### config.mk
export PLATFORM = sky130hd
export DESIGN_NAME = memc_scan
export DESIGN_NICKNAME = d
export VERILOG_FILES = /design/src/rtl/memc_scan.sv
export SDC_FILE = /design/constraint.sdc
export NUM_CORES = 1
export LEC_CHECK = 0
export ABC_AREA = 1
export CAP_MARGIN = 20
export CORE_MARGIN = 1
export CORE_UTILIZATION = 40
export CTS_CLUSTER_SIZE = 25
export DETAILED_ROUTE_END_ITERATION = 12
export GPL_TIMING_DRIVEN = 0
export PLACE_DENSITY = 0.63
export SLEW_MARGIN = 20
export SYNTH_ARGS = -nofsm -noshare
export SYNTH_HDL_FRONTEND = slang
export SYNTH_SLANG_ARGS = --single-unit
### constraint.sdc
create_clock -name clk -period 4.8 [get_ports clk]
set_clock_uncertainty 0.2 [all_clocks]
set_input_delay 0.48 -clock clk [delete_from_list [all_inputs] [get_ports clk]]
set_output_delay 0.48 -clock clk [all_outputs]
set_load 0.005 [all_outputs]
### src/rtl/memc_scan.sv
`default_nettype none
// ============================================================================
// Module   : memc_scan
// Purpose  : Pixel scan-order front end for a motion-compensation engine.
//            Pixels arrive either in block order or in raster order. Each
//            accepted pixel is written into a ping-pong frame store. The
//            frame slot is selected by bit 0 of the completed-frame count.
//            Block and frame completion pulses are aligned with the write of
//            the closing pixel.
// Revision : 1.0 - initial release
//
// Ports
//   clk          : sole clock; all logic runs on the rising edge
//   rst          : asynchronous active-high reset
//   pixel_valid  : pixel qualifier; a pixel is accepted when busy is low
//   pixel[7:0]   : sample data
//   scan_mode    : 0 = block-order input, 1 = raster input (sampled at the
//                  first pixel of each frame)
//   restart      : single-cycle pulse that leaves DONE
//   busy         : high in DONE; no pixels are accepted while high
//   wr_en        : frame-store write strobe (one cycle after acceptance)
//   wr_addr      : slot*IMG_W*IMG_H + y*IMG_W + x
//   wr_data      : pixel being written
//   blk_done     : pulses with the write of the bottom-right pixel of a block
//   blk_addr     : block index (y/BLK)*(IMG_W/BLK) + x/BLK, valid with blk_done
//   frame_done   : pulses with the write of pixel (IMG_W-1, IMG_H-1)
//   all_done     : pulses with the final frame_done of the sequence
//   frame_cnt    : number of completed frames
//   blk_cksum    : 16-bit wrapping block sum (block-order mode only)
//
// Build option
//   MEMC_SCAN_CKSUM_EN : when defined, the block checksum accumulator is
//                        built. Otherwise blk_cksum is tied to zero.
// ============================================================================
module memc_scan #(
   parameter int  IMG_W      = 64,
   parameter int  IMG_H      = 64,
   parameter int  BLK        = 8,
   parameter int  NUM_FRAMES = 10,
   localparam int AW         = $clog2(2 * IMG_W * IMG_H),
   localparam int BW         = (((IMG_W / BLK) * (IMG_H / BLK)) > 1) ?
                               $clog2((IMG_W / BLK) * (IMG_H / BLK)) : 1,
   localparam int FW         = $clog2(NUM_FRAMES + 1)
) (
   input  logic          clk,
   input  logic          rst,
   input  logic          pixel_valid,
   input  logic [7:0]    pixel,
   input  logic          scan_mode,
   input  logic          restart,
   output logic          busy,
   output logic          wr_en,
   output logic [AW-1:0] wr_addr,
   output logic [7:0]    wr_data,
   output logic          blk_done,
   output logic [BW-1:0] blk_addr,
   output logic          frame_done,
   output logic          all_done,
   output logic [FW-1:0] frame_cnt,
   output logic [15:0]   blk_cksum
);

   localparam int XW        = $clog2(IMG_W);
   localparam int YW        = $clog2(IMG_H);
   localparam int LB        = $clog2(BLK);
   localparam int FRAME_PIX = IMG_W * IMG_H;

   typedef enum logic [1:0] {
      S_IDLE = 2'd0,
      S_RUN  = 2'd1,
      S_DONE = 2'd2
   } state_t;

   state_t          state_q;
   logic            busy_q;
   logic            mode_q;
   logic [XW-1:0]   x_q, x_d;
   logic [YW-1:0]   y_q, y_d;
   logic [FW-1:0]   frame_cnt_q;
   logic            wr_en_q;
   logic [AW-1:0]   wr_addr_q;
   logic [7:0]      wr_data_q;
   logic            blk_done_q;
   logic [BW-1:0]   blk_addr_q;
   logic            frame_done_q;
   logic            all_done_q;

   logic            accept;
   logic            mode_eff;
   logic            blk_x_end, blk_y_end;
   logic            row_end, col_end;
   logic            frame_end, blk_end, last_frame;
   logic [AW-1:0]   addr_d;
   logic [BW-1:0]   blk_addr_d;

   // ------------------------------------------------------------------
   // Position bookkeeping. (x_q, y_q) is the coordinate of the next pixel
   // to accept. Both scan orders end a frame at the bottom-right corner,
   // so the counters are at (0,0) exactly at each frame start.
   // ------------------------------------------------------------------
   always_comb begin
      accept     = pixel_valid && !busy_q;
      // The scan order is sampled only at the first pixel of a frame.
      mode_eff   = ((x_q == '0) && (y_q == '0)) ? scan_mode : mode_q;
      blk_x_end  = &x_q[LB-1:0];
      blk_y_end  = &y_q[LB-1:0];
      row_end    = (x_q == XW'(IMG_W - 1));
      col_end    = (y_q == YW'(IMG_H - 1));
      frame_end  = row_end && col_end;
      blk_end    = blk_x_end && blk_y_end;
      last_frame = (frame_cnt_q == FW'(NUM_FRAMES - 1));

      x_d = x_q;
      y_d = y_q;
      if (mode_eff) begin
         // Raster: x across the full row, then y.
         if (!row_end) begin
            x_d = x_q + XW'(1);
         end else begin
            x_d = '0;
            y_d = col_end ? '0 : y_q + YW'(1);
         end
      end else begin
         // Block order: x in block, y in block, block column, block row.
         if (!blk_x_end) begin
            x_d = x_q + XW'(1);
         end else if (!blk_y_end) begin
            x_d = x_q - XW'(BLK - 1);
            y_d = y_q + YW'(1);
         end else if (!row_end) begin
            x_d = x_q + XW'(1);
            y_d = y_q - YW'(BLK - 1);
         end else begin
            x_d = '0;
            y_d = col_end ? '0 : y_q + YW'(1);
         end
      end

      addr_d     = (frame_cnt_q[0] ? AW'(FRAME_PIX) : '0)
                 + AW'(y_q) * AW'(IMG_W) + AW'(x_q);
      blk_addr_d = BW'(y_q >> LB) * BW'(IMG_W / BLK) + BW'(x_q >> LB);
   end

   // ------------------------------------------------------------------
   // Control FSM with registered outputs.
   // ------------------------------------------------------------------
   always_ff @(posedge clk or posedge rst) begin
      if (rst) begin
         state_q      <= S_IDLE;
         busy_q       <= 1'b0;
         mode_q       <= 1'b0;
         x_q          <= '0;
         y_q          <= '0;
         frame_cnt_q  <= '0;
         wr_en_q      <= 1'b0;
         wr_addr_q    <= '0;
         wr_data_q    <= '0;
         blk_done_q   <= 1'b0;
         blk_addr_q   <= '0;
         frame_done_q <= 1'b0;
         all_done_q   <= 1'b0;
      end else begin
         wr_en_q      <= 1'b0;
         blk_done_q   <= 1'b0;
         frame_done_q <= 1'b0;
         all_done_q   <= 1'b0;
         case (state_q)
            S_IDLE, S_RUN: begin
               if (accept) begin
                  state_q    <= S_RUN;
                  mode_q     <= mode_eff;
                  x_q        <= x_d;
                  y_q        <= y_d;
                  wr_en_q    <= 1'b1;
                  wr_addr_q  <= addr_d;
                  wr_data_q  <= pixel;
                  blk_done_q <= blk_end;
                  if (blk_end) begin
                     blk_addr_q <= blk_addr_d;
                  end
                  if (frame_end) begin
                     frame_done_q <= 1'b1;
                     frame_cnt_q  <= frame_cnt_q + FW'(1);
                     if (last_frame) begin
                        all_done_q <= 1'b1;
                        state_q    <= S_DONE;
                        busy_q     <= 1'b1;
                     end
                  end
               end
            end
            S_DONE: begin
               if (restart) begin
                  state_q     <= S_IDLE;
                  busy_q      <= 1'b0;
                  frame_cnt_q <= '0;
                  x_q         <= '0;
                  y_q         <= '0;
                  mode_q      <= 1'b0;
               end
            end
            default: begin
               state_q <= S_IDLE;
            end
         endcase
      end
   end

`ifdef MEMC_SCAN_CKSUM_EN
   // A block's pixels are contiguous in block order, so the running sum
   // restarts at each block's top-left pixel.
   logic [15:0] sum_q, sum_d;
   logic [15:0] blk_cksum_q;
   logic        blk_start;

   always_comb begin
      blk_start = (x_q[LB-1:0] == '0) && (y_q[LB-1:0] == '0);
      sum_d     = (blk_start ? 16'd0 : sum_q) + {8'd0, pixel};
   end

   always_ff @(posedge clk or posedge rst) begin
      if (rst) begin
         sum_q       <= '0;
         blk_cksum_q <= '0;
      end else begin
         if (accept) begin
            sum_q <= sum_d;
         end
         blk_cksum_q <= (accept && blk_end && !mode_eff) ? sum_d : 16'd0;
      end
   end

   assign blk_cksum = blk_cksum_q;
`else
   assign blk_cksum = 16'd0;
`endif

   assign busy       = busy_q;
   assign wr_en      = wr_en_q;
   assign wr_addr    = wr_addr_q;
   assign wr_data    = wr_data_q;
   assign blk_done   = blk_done_q;
   assign blk_addr   = blk_addr_q;
   assign frame_done = frame_done_q;
   assign all_done   = all_done_q;
   assign frame_cnt  = frame_cnt_q;

endmodule
`default_nettype wire
After elaboration in Yosys (flattened, before gate mapping):

Index checks and enable logic that the tools add are counted.

* register bits: 51
* input port bits: 13
* output and inout port bits: 52

* add/subtract/negate cells: 8
* equality and inequality tests: 11
* multiplexer cells: 44
* reduce and logical (&&, ||, !) cells: 19

Operators with widths (count)
* two-way mux 6 bit: 13
* one-hot mux 6 bit (2 select lines): 2
* two-way mux 1 bit: 17
* adder 13 x 12 -> 13 bit: 1
* adder 13 x 6 -> 13 bit: 1
* two-way mux 13 bit: 1
* adder 6 x 1 -> 6 bit, second input constant: 2
* equality test 6 bit, second input constant: 2
* zero test 6 bit: 2
* two-way mux 4 bit: 3
* AND reduction 3 bit: 4
* subtractor 6 x 3 -> 6 bit, second input constant: 2
* AND reduction 5 bit: 2
* two-way mux 2 bit: 4
* != test 2 bit, second input constant: 4
* one-hot mux 4 bit (2 select lines): 1
* adder 6 x 3 -> 6 bit: 1
* != test 3 bit, second input constant: 2
* adder 4 x 1 -> 4 bit, second input constant: 1
* equality test 4 bit, second input constant: 1
* logical AND 1 bit: 4
* one-hot mux 1 bit (2 select lines): 2
* one-hot mux 2 bit (2 select lines): 1
* AND reduction 2 bit: 2
* other kinds (7): 7

Logic depth before layout (Yosys ltp):

Gate-level depths: netlist of the first run.

* word-level depth: 8
* gate-level depth with buffers: 14
* gate-level depth less buffers: 14

Worst setup path after synthesis of the first run:

OpenSTA, ideal clock, no wires.

* kind: reg-to-reg
* from: reg y_q[0]
* to: reg y_q[5]
* data arrival time: 1.443 ns
* required time: 4.484 ns
* setup slack: 3.040 ns
* cell stages (with the launch flop): 15
* buffers on the path: 0
* path through: dfrtp_1 inv_1 ha_1 nand2_1 inv_1 nand2_1 inv_1 nand3_2 nand2_2 nand2_4 nand3_4 nand2_4 inv_2 nand2_1 nand2_1

* cells in the longest elaborated chain, start to end: 8
* elaborated cells between the ends (all ways): 18
* classes of those cells: add/sub (2); eq/ne (3); mux (9); reduce/logical (4)

RTL lines
* from (decl): RTL line 78 `logic [YW-1:0] y_q, y_d;`
* from (signal assigned): RTL line 173 `y_q <= y_d;`
* adder 6 x 1 -> 6 bit / equality test 6 bit (equally long branches)
* two-way mux 6 bit: RTL line 121, 135
* two-way mux 6 bit: RTL line 130 `end else if (!row_end) begin`
* two-way mux 6 bit: RTL line 127 `end else if (!blk_y_end) begin`
* two-way mux 6 bit: RTL line 125 `if (!blk_x_end) begin`
* two-way mux 6 bit: RTL line 115 `if (mode_eff) begin`
* two-way mux 6 bit: RTL line 169 `if (accept) begin`
* one-hot mux 6 bit (2 select lines): RTL line 167 `case (state_q)`

Parallel ways exist; a longest one is shown, timed or not. The select of a mux whose other input is x is not followed.
A chain may end at the register's enable or synchronous reset.

Worst setup path after layout of the first run:

* from: reg y_q[1]
* to: reg blk_addr_q[5] (netlist: blk_addr[5])

* cells in the longest elaborated chain, start to end: 3

RTL lines
* AND reduction 3 bit: RTL line 106 `blk_y_end = &y_q[LB-1:0];`
* logical AND 1 bit: RTL line 110 `blk_end = blk_x_end && blk_y_end;`
* AND reduction 3 bit (no source line)
* to (signal assigned): RTL line 179 `blk_addr_q <= blk_addr_d;`
* to (decl): RTL line 84 `logic [BW-1:0] blk_addr_q;`

Every way passes these cells.

==> out/summary.txt, run 1 <==
post-synthesis sequential area ratio = 0.4685
sw frac = 0.3607
area fraction in compound gates after synthesis = 0.09003
port bufs = 48
root buf cell = clkbuf_8
Gate Count Post-Synth = 333
drt initial violations = 137
Post-CTS Hold Fix Bufs = 0
commonest register cell after synthesis = dfrtp_1
boundary pin count = 65
adder-cell area share of the yosys netlist = 0.03675
outcome = complete, but fails checks
Synth top area share = 0.4685
syn avg cell area = 8.180 um2
Reg-to-Reg End = blk_addr[5]$_DFFE_PP0P_
kind of critical path = reg -> reg
Max FO, Critical Path = 10
Worst path slowest cell = dfrtp_1
Hold Crit Start = blk_addr[3]$_DFFE_PP0P_
max incr delay on CP = 0.42 ns
share of layout cells above drive strength 1 = 0.1386
setup slack, reg-to-reg = 2.68 ns
Arr. time, crit path = 2.13 ns
Logic pwr share = 0.362
total track usage = 0.1762
cell mode on critical path = ha_1
diode count = 0
Clock power frac = 0.192
largest net degree at the start of global routing = 28
FF-to-FF path depth = 8
die area = 7144 um2
max_cap viols = 0
Synth Area in XOR/XNOR = 0.02572
WHS Endpoint = blk_addr[3]$_DFFE_PP0P_
initial antenna violation count = 0
fin. max-slew vios = 0
largest family of logic cells by synthesized area = simple AND/OR/NAND/NOR gates
CTS buffer count = 5
H-tree levels = 2
via count = 2271
first-pass GRT wire length = 10130 um
leading cell type in the layout, fill and taps excluded = nand2_1
drt wl/cell = 12.14 um
failing checks = DRC
Critical Path RT = 4.82 ns
dominant cells by area after synthesis = dfrtp_1, nand2_1, o21ai_0
RSZ-0062 raised after global routing = false
RR Startpoint = y_q[1]$_DFFE_PP0P_
Worst Setup End Kind = flip-flop
mux contribution to synthesized area = 0
Startpoint Class = flip-flop
final wirelength = 5840 um
Yosys top cell by area = dfrtp_1
asr flop ratio synth = 1.000
chip width = 84.52 um
Post-synth EDFFs = 0
1st-pass router iterations = 9
core area = 6459 um2
hpwl dp = 4328 um
layout net count = 425
Worst-path clk slew = 0.09 ns
area delta synth->final = 27.19%
unique cell type count in the Yosys netlist = 30
sequential power share = 0.446
crit-path cells = ha_1 > ha_1 > clkbuf_1 > nand2_1 > nor2_2 > inv_1 > buf_2 > o21ai_0
CTS tree = built
worst hold path class = reg -> reg
GP Congestion = 0.8867
Setup violations, final = 0
post-DR vias/cell = 4.721
total grt overflow = 0
Seq cells post-synth = 51
Max VDD drop = 0.1354 mV
Clock Path Buffers = 2
Slew @ Worst Pin = 0.5750 ns
TritonCTS Sinks = 51
row count = 29
Min Clock Period, post-route = 2.116 ns
worst hold path stage count = 2
sw power = 0.4700 mW
initial core utilization = 0.4217
setup TNS = 0 ns
Setup Buffers After CTS = 0
leakage power = 1.756 nW
Rel. slew slack = 0.6161
maximum clock frequency = 0.4726 GHz
Post-CTS Resized = 0
Power Density = 376.1 nW/um2
commonest non-fill, non-tap cells in the layout = nand2_1, dfrtp_1, clkdlybuf4s50_1
residual DRC count = 11
post-synthesis simple-gate area fraction = 0.2770
Worst-Skew Late Latency = 0.31 ns
Synthesis Warnings = 0
Synth Cell Area = 2724 um2
vias in the first global route = 2180
Die H = 84.52 um
hold slack = 0.2843 ns
fin crit share = 0.4408
final hold violation count = 0
internal power = 0.8331 mW
Routed Antenna Nets = 0
## area by class of cell
type                    instances  area [um2]
fillers                       627        2994
flip-flops and latches         51        1276
multi-input cells             242        1230
repair buffers                 49       500.5
plain buffers                  24       157.7
inverters                      31       116.4
well taps                      77       96.34
clock buffers                   6       82.58
clock inverters                 1       5.005
## worst max path at each step
stage	startpoint	end	slack, ns	cells past startpoint
2_1_floorplan	rst	all_done$_DFF_PP0_	2.89	1
3_3_place_gp	rst	wr_addr[11]$_DFFE_PP0P_	1.85	2
3_5_place_dp	pixel_valid	blk_addr[5]$_DFFE_PP0P_	2.48	9
4_1_cts	y_q[1]$_DFFE_PP0P_	blk_addr[5]$_DFFE_PP0P_	2.70	8
5_1_grt	y_q[1]$_DFFE_PP0P_	blk_addr[5]$_DFFE_PP0P_	2.44	8
6_report	y_q[1]$_DFFE_PP0P_	blk_addr[5]$_DFFE_PP0P_	2.68	8
## metrics by stage
step	util	instances	total power [mW]	instance area (um2)	setup WS, ns
after floorplan	-	348	0.8872	2780	2.890
after global placement	0.5198	473	1.047	3357	1.851
after detailed placement	0.5229	474	1.059	3377	2.483
after CTS	0.5364	481	1.313	3465	2.702
after global routing	0.5364	481	1.414	3465	2.443
final	0.5364	481	1.303	3465	2.684
## registers in the layout, indices dropped and copies added, names as in the netlist, 2 cells and up
signal,count
frame_cnt,4
state_q,2
y_q,6
wr_addr,13
blk_addr,6
wr_data,8
x_q,6
## cell usage after synthesis (4+ instances only)
master	n
inv_1	25
o21ai_1	6
nor2_2	6
inv_2	6
nor2_1	7
xor2_1	7
ha_1	8
dfrtp_1	51
o31ai_1	4
clkbuf_1	4
nand2_1	121
o21ai_0	29
buf_4	17
nand3_1	16
## critical path, delay by kind of cell (launching register included)
family | cells | cell delay, ns
adder cells (fa/ha/maj) | 2 | 0.35
buffers and inverters | 3 | 0.52
flip-flops | 1 | 0.42
AND/OR/NAND/NOR | 2 | 0.31
AO/OA/AOI/OAI | 1 | 0.20
## logic make-up (layout without fill, tap and decap cells)
kind of cell,count (synthesis),after routing
AND/OR/NAND/NOR,167,167
buffers and inverters,55,111
adder cells (fa/ha/maj),8,8
flip-flops,51,51
AO/OA/AOI/OAI,43,43
other,1,16
XOR/XNOR,8,8
## metal layers
layer,share of wire,wire (um),GRT usage
met1,0.49,2866,0.2369
met3,0.055,322,0.04523
met5,0,0,0
met2,0.44,2595,0.2875
met4,0.0096,56,0.04006
## power by group through the flow
| stage | Sequential, mW | Combinational, mW | Clock, mW |
|---|---|---|---|
| after floorplan | 0.579 | 0.308 | 0 |
| final | 0.581 | 0.472 | 0.251 |
| after CTS | 0.581 | 0.474 | 0.258 |
| after global placement | 0.586 | 0.461 | 0 |
| after detailed placement | 0.589 | 0.470 | 0 |
| after global routing | 0.593 | 0.541 | 0.280 |
No activity file was read; power rests on OpenSTA's default activity.
==> run 2, diff against run 1 <==
- clock period: 4.8 -> 2.15 ns (I/O delays scaled with it)
==> run 2 against run 1 <==
The run still ends with DRC left. Routed wire length up 0.33%. Final cell count rose by 0.21%. Worst setup slack got worse by 2.5 ns.
==> out/summary.txt, run 2 (synthesis results as in run 1) <==
outcome = complete, but fails checks
failing checks = DRC
WL met2 = 2608 um
chip width = 84.52 um
Arr. time, crit path = 1.98 ns
Worst-path clk slew = 0.09 ns
fin. max-slew vios = 0
Final Core Density = 0.5413
total grt overflow = 0
met3 wire length = 382 um
Startpoint Class = flip-flop
Clock Path Buffers = 2
vias in the first global route = 2180
Design Power = 2.963 mW
core area = 6459 um2
final hold violation count = 0
via count = 2303
maximum clock frequency = 0.5126 GHz
boundary pin count = 65
area delta synth->final = 28.34%
max layer used = met4
root buf cell = clkbuf_8
largest net degree at the start of global routing = 28
Critical Path RT = 2.18 ns
Routed Antenna Nets = 0
RR Startpoint = y_q[0]$_DFFE_PP0P_
Largest register FFs = 13
hpwl dp = 4328 um
first-pass GRT wire length = 10130 um
initial antenna violation count = 0
Slew @ Worst Pin = 0.5756 ns
Max FO, Critical Path = 7
hold slack = 0.08663 ns
worst hold path class = in -> async
commonest non-fill, non-tap cells in the layout = nand2_1, dfrtp_1, clkdlybuf4s50_1
Max VDD drop = 0.3272 mV
Worst-Skew Late Latency = 0.31 ns
Worst Setup End Kind = flip-flop
setup slack, reg-to-reg = 0.20 ns
final wirelength = 5859 um
row count = 29
total track usage = 0.1762
Rel. slew slack = 0.6157
1st-pass router iterations = 8
leakage power = 1.763 nW
max_cap viols = 0
drt initial violations = 120
Post-CTS Hold Fix Bufs = 0
setup TNS = 0 ns
drt wl/cell = 12.16 um
CTS tree = built
met1 WL = 2812 um
RSZ-0062 raised after global routing = false
share of layout cells above drive strength 1 = 0.1506
Min Clock Period, post-route = 1.951 ns
GP Congestion = 0.8867
initial core utilization = 0.4217
H-tree levels = 2
CTS buffer count = 5
kind of critical path = reg -> reg
FF-to-FF path depth = 12
Setup violations, final = 0
fin crit share = 0.9074
TritonCTS Sinks = 51
Filler Cell Count = 621
residual DRC count = 12
diode count = 0
port bufs = 48
Power Density = 847.5 nW/um2
leading cell type in the layout, fill and taps excluded = nand2_1
post-DR vias/cell = 4.778
Die H = 84.52 um
die area = 7144 um2
Reg-to-Reg End = x_q[1]$_DFFE_PP0P_
layout net count = 426
==> run 2: layout make-up <==
cell class	count	area, um2	area share
multi-input cells	242	1250	0.3576
well taps	77	96.34	0.02756
clock buffers	6	82.58	0.02362
inverters	31	116.4	0.03329
plain buffers	23	153.9	0.04402
flip-flops and latches	51	1276	0.3651
clock inverters	1	5.005	0.001432
repair buffers	51	515.5	0.1475
==> run 2: critical path: stages, from the launching register on <==
cell	delay [ns]
dfrtp_1	0.43
inv_1	0.13
ha_1	0.16
nand2_1	0.05
inv_1	0.04
nand2_1	0.09
o21bai_4	0.24
nand2_4	0.10
inv_2	0.13
nand2_1	0.06
nand2_1	0.10
nand3_1	0.07
o21ai_0	0.07
==> run 2: through the flow <==
step                      std cells  cell area [um2]  setup slack [ns]
after global placement          473             3357           -0.5337
final                           482             3496            0.1991
after detailed placement        474             3377           0.08024
after CTS                       481             3465           0.05190
after global routing            482             3496           0.01842
after floorplan                 348             2780            0.3901
==> run 2: worst max path at each step <==
stage | startpoint | endpoint | slack, ns
2_1_floorplan | y_q[0]$_DFFE_PP0P_ | y_q[5]$_DFFE_PP0P_ | 0.39
3_3_place_gp | rst | wr_addr[11]$_DFFE_PP0P_ | -0.53
3_5_place_dp | y_q[1]$_DFFE_PP0P_ | blk_addr[5]$_DFFE_PP0P_ | 0.08
4_1_cts | y_q[1]$_DFFE_PP0P_ | blk_addr[5]$_DFFE_PP0P_ | 0.05
5_1_grt | x_q[1]$_DFFE_PP0P_ | x_q[0]$_DFFE_PP0P_ | 0.02
6_report | y_q[0]$_DFFE_PP0P_ | x_q[1]$_DFFE_PP0P_ | 0.20
==> run 2: per-layer routing <==
layer | global-route usage | vias to the layer above
li1 | - | 1161
met1 | 0.2369 | 1063
met2 | 0.2875 | 74
met3 | 0.04523 | 5
met4 | 0.04006 | 0
met5 | 0 | -
==> run 2: report_power, final <==
group	internal, mW	switching, mW
clock network	0.253	0.307
logic	0.507	0.598
registers	1.13	0.166
==> run 2: repair_timing <==
| action | CTS | global route |
|---|---|---|
| gates resized for setup | 0 | 5 |
| endpoints found under the setup margin | 0 | 14 |
| setup buffers | 0 | 2 |
==> run 3, diff against run 2 <==
==> constraint.sdc (replaced) <==
create_clock -name clk -period 2.15 [get_ports clk]
set_clock_uncertainty 0.2 [all_clocks]
set_input_delay 0.43 -clock clk [delete_from_list [all_inputs] [get_ports clk]]
set_output_delay 0.43 -clock clk [all_outputs]
set_load 0.005 [all_outputs]
==> run 3 against run 2 <==
The run still ends with DRC left. Critical path depth is 10 lower. Clock power hardly changed. Power hardly changed. Sequential share of layout area stayed put. Final cell count stayed put. Critical path type is now reg -> out. Largest power group unchanged. Maximum frequency is 3.9% lower. Worst setup slack worse by 0.080 ns. Core utilization stayed put.
==> out/summary.txt, run 3 (synthesis results as in run 1) <==
kind of critical path = reg -> out
Design Power = 2.965 mW
share of layout cells above drive strength 1 = 0.1506
Largest register FFs = 13
1st-pass router iterations = 8
final hold violation count = 0
chip width = 84.52 um
boundary pin count = 65
post-DR vias/cell = 4.786
sequential power share = 0.437
leakage power = 1.763 nW
Worst-path clk slew = 0.09 ns
Rel. slew slack = 0.6151
commonest non-fill, non-tap cells in the layout = nand2_1, dfrtp_1, clkdlybuf4s50_1
Filler Cell Count = 621
final wirelength = 5863 um
met1 Use GR = 0.2369
Power Density = 848.0 nW/um2
fin. max-slew vios = 0
max incr delay on CP = 0.49 ns
Startpoint Class = flip-flop
via count = 2307
H-tree levels = 2
drt initial violations = 121
met3 GRT Util = 0.04523
residual DRC count = 12
vias in the first global route = 2180
diode count = 0
sw power = 1.072 mW
crit-path cells = buf_4 > clkdlybuf4s50_1
RSZ-0062 raised after global routing = false
drt wl/cell = 12.16 um
total grt overflow = 0
Worst path slowest cell = clkdlybuf4s50_1
die area = 7144 um2
Max FO, Critical Path = 7
Slew @ Worst Pin = 0.5765 ns
Worst Setup End Kind = primary output
first-pass GRT wire length = 10130 um
Setup violations, final = 0
met2 GRT Util = 0.2875
core area = 6459 um2
initial core utilization = 0.4217
area delta synth->final = 28.34%
family with the most delay on the worst path = buffers and inverters
Min Clock Period, post-route = 2.031 ns
Worst-Skew Late Latency = 0.31 ns
Die H = 84.52 um
row count = 29
hpwl dp = 4328 um
peak-usage layer in the global routing report = met2
outcome = complete, but fails checks
initial antenna violation count = 0
worst hold path class = reg -> reg
Arr. time, crit path = 1.40 ns
Logic pwr share = 0.373
root buf cell = clkbuf_8
setup TNS = 0 ns
fin crit share = 0.9445
sw frac = 0.3615
maximum clock frequency = 0.4924 GHz
Routed Antenna Nets = 0
failing checks = DRC
CP bufs+invs = 2
GP Congestion = 0.8867
layout net count = 426
port bufs = 48
CTS tree = built
Clock power frac = 0.189
total track usage = 0.1762
max_cap viols = 0
Critical Path RT = 1.52 ns
Post-CTS Hold Fix Bufs = 0
largest net degree at the start of global routing = 28
internal power = 1.893 mW
CTS buffer count = 5
leading cell type in the layout, fill and taps excluded = nand2_1
Max VDD drop = 0.3269 mV
Clock Path Buffers = 2
TritonCTS Sinks = 51
[run 3: cell counts in the layout (fill, tap and decap cells not counted)]
No cell type changed its count.
[run 3: area by class of cell]
class / instances / area (um2) / area share
Buffer: 23 / 153.9 / 0.04402
Clock inverter: 1 / 5.005 / 0.001432
Multi-Input combinational cell: 242 / 1250 / 0.3576
Inverter: 31 / 116.4 / 0.03329
Tap cell: 77 / 96.34 / 0.02756
Sequential cell: 51 / 1276 / 0.3651
Clock buffer: 6 / 82.58 / 0.02362
Timing Repair Buffer: 51 / 515.5 / 0.1475
[run 3: path summary, 6_finish.rpt]
path	cells after the start	startpoint	endpoint	slack, ns
max	2	frame_cnt[0]$_DFFE_PP0P_	frame_cnt[0]	0.12
min	2	wr_addr[3]$_DFFE_PP0P_	wr_addr[3]$_DFFE_PP0P_	0.29
max reg2reg	12	y_q[0]$_DFFE_PP0P_	x_q[1]$_DFFE_PP0P_	0.20
min reg2reg	2	wr_addr[3]$_DFFE_PP0P_	wr_addr[3]$_DFFE_PP0P_	0.29
max in group asynchronous	3	rst	wr_addr[10]$_DFFE_PP0P_	0.92
min in group asynchronous	2	rst	wr_data[4]$_DFFE_PP0P_	0.30
[run 3: repair_timing]
| item | in CTS | in global routing |
|---|---|---|
| buffers inserted | 0 | 2 |
| resized for setup | 0 | 7 |
| endpoints found under the setup margin | 0 | 14 |
[run 3: per-layer routing]
| layer | part of all wire | routed length, um | vias up |
|---|---|---|---|
| met5 | 0 | 0 | - |
| met4 | 0.0096 | 56 | 0 |
| met2 | 0.45 | 2610 | 71 |
| met1 | 0.48 | 2842 | 1067 |
| met3 | 0.060 | 353 | 5 |
| li1 | - | - | 1164 |
[run 3: power by group through the flow]
stage / sequential [mW] / clock [mW] / combinational [mW]
final: 1.30 / 0.561 / 1.11
after global routing: 1.32 / 0.625 / 1.26
after CTS: 1.30 / 0.575 / 1.06
after detailed placement: 1.31 / 0 / 1.05
after global placement: 1.31 / 0 / 1.03
after floorplan: 1.29 / 0 / 0.688
[run 3: stage by stage]
step | utilization | setup slack (ns) | std cells | instance area [um2] | hold WS, ns
after CTS | 0.5364 | 0.05190 | 481 | 3465 | 0.2945
after floorplan | - | 0.2905 | 348 | 2780 | 0.2658
after global routing | 0.5413 | 0.01842 | 482 | 3496 | 0.3079
final | 0.5413 | 0.1192 | 482 | 3496 | 0.2884
after detailed placement | 0.5229 | -0.1173 | 474 | 3377 | 0.2701
after global placement | 0.5198 | -0.7487 | 473 | 3357 | 0.2635
[run 3: tightest hold or removal path: stages, from the launching register on]
cell and delay [ns]:
dfrtp_1 0.35, nand2_1 0.05, o21ai_0 0.05
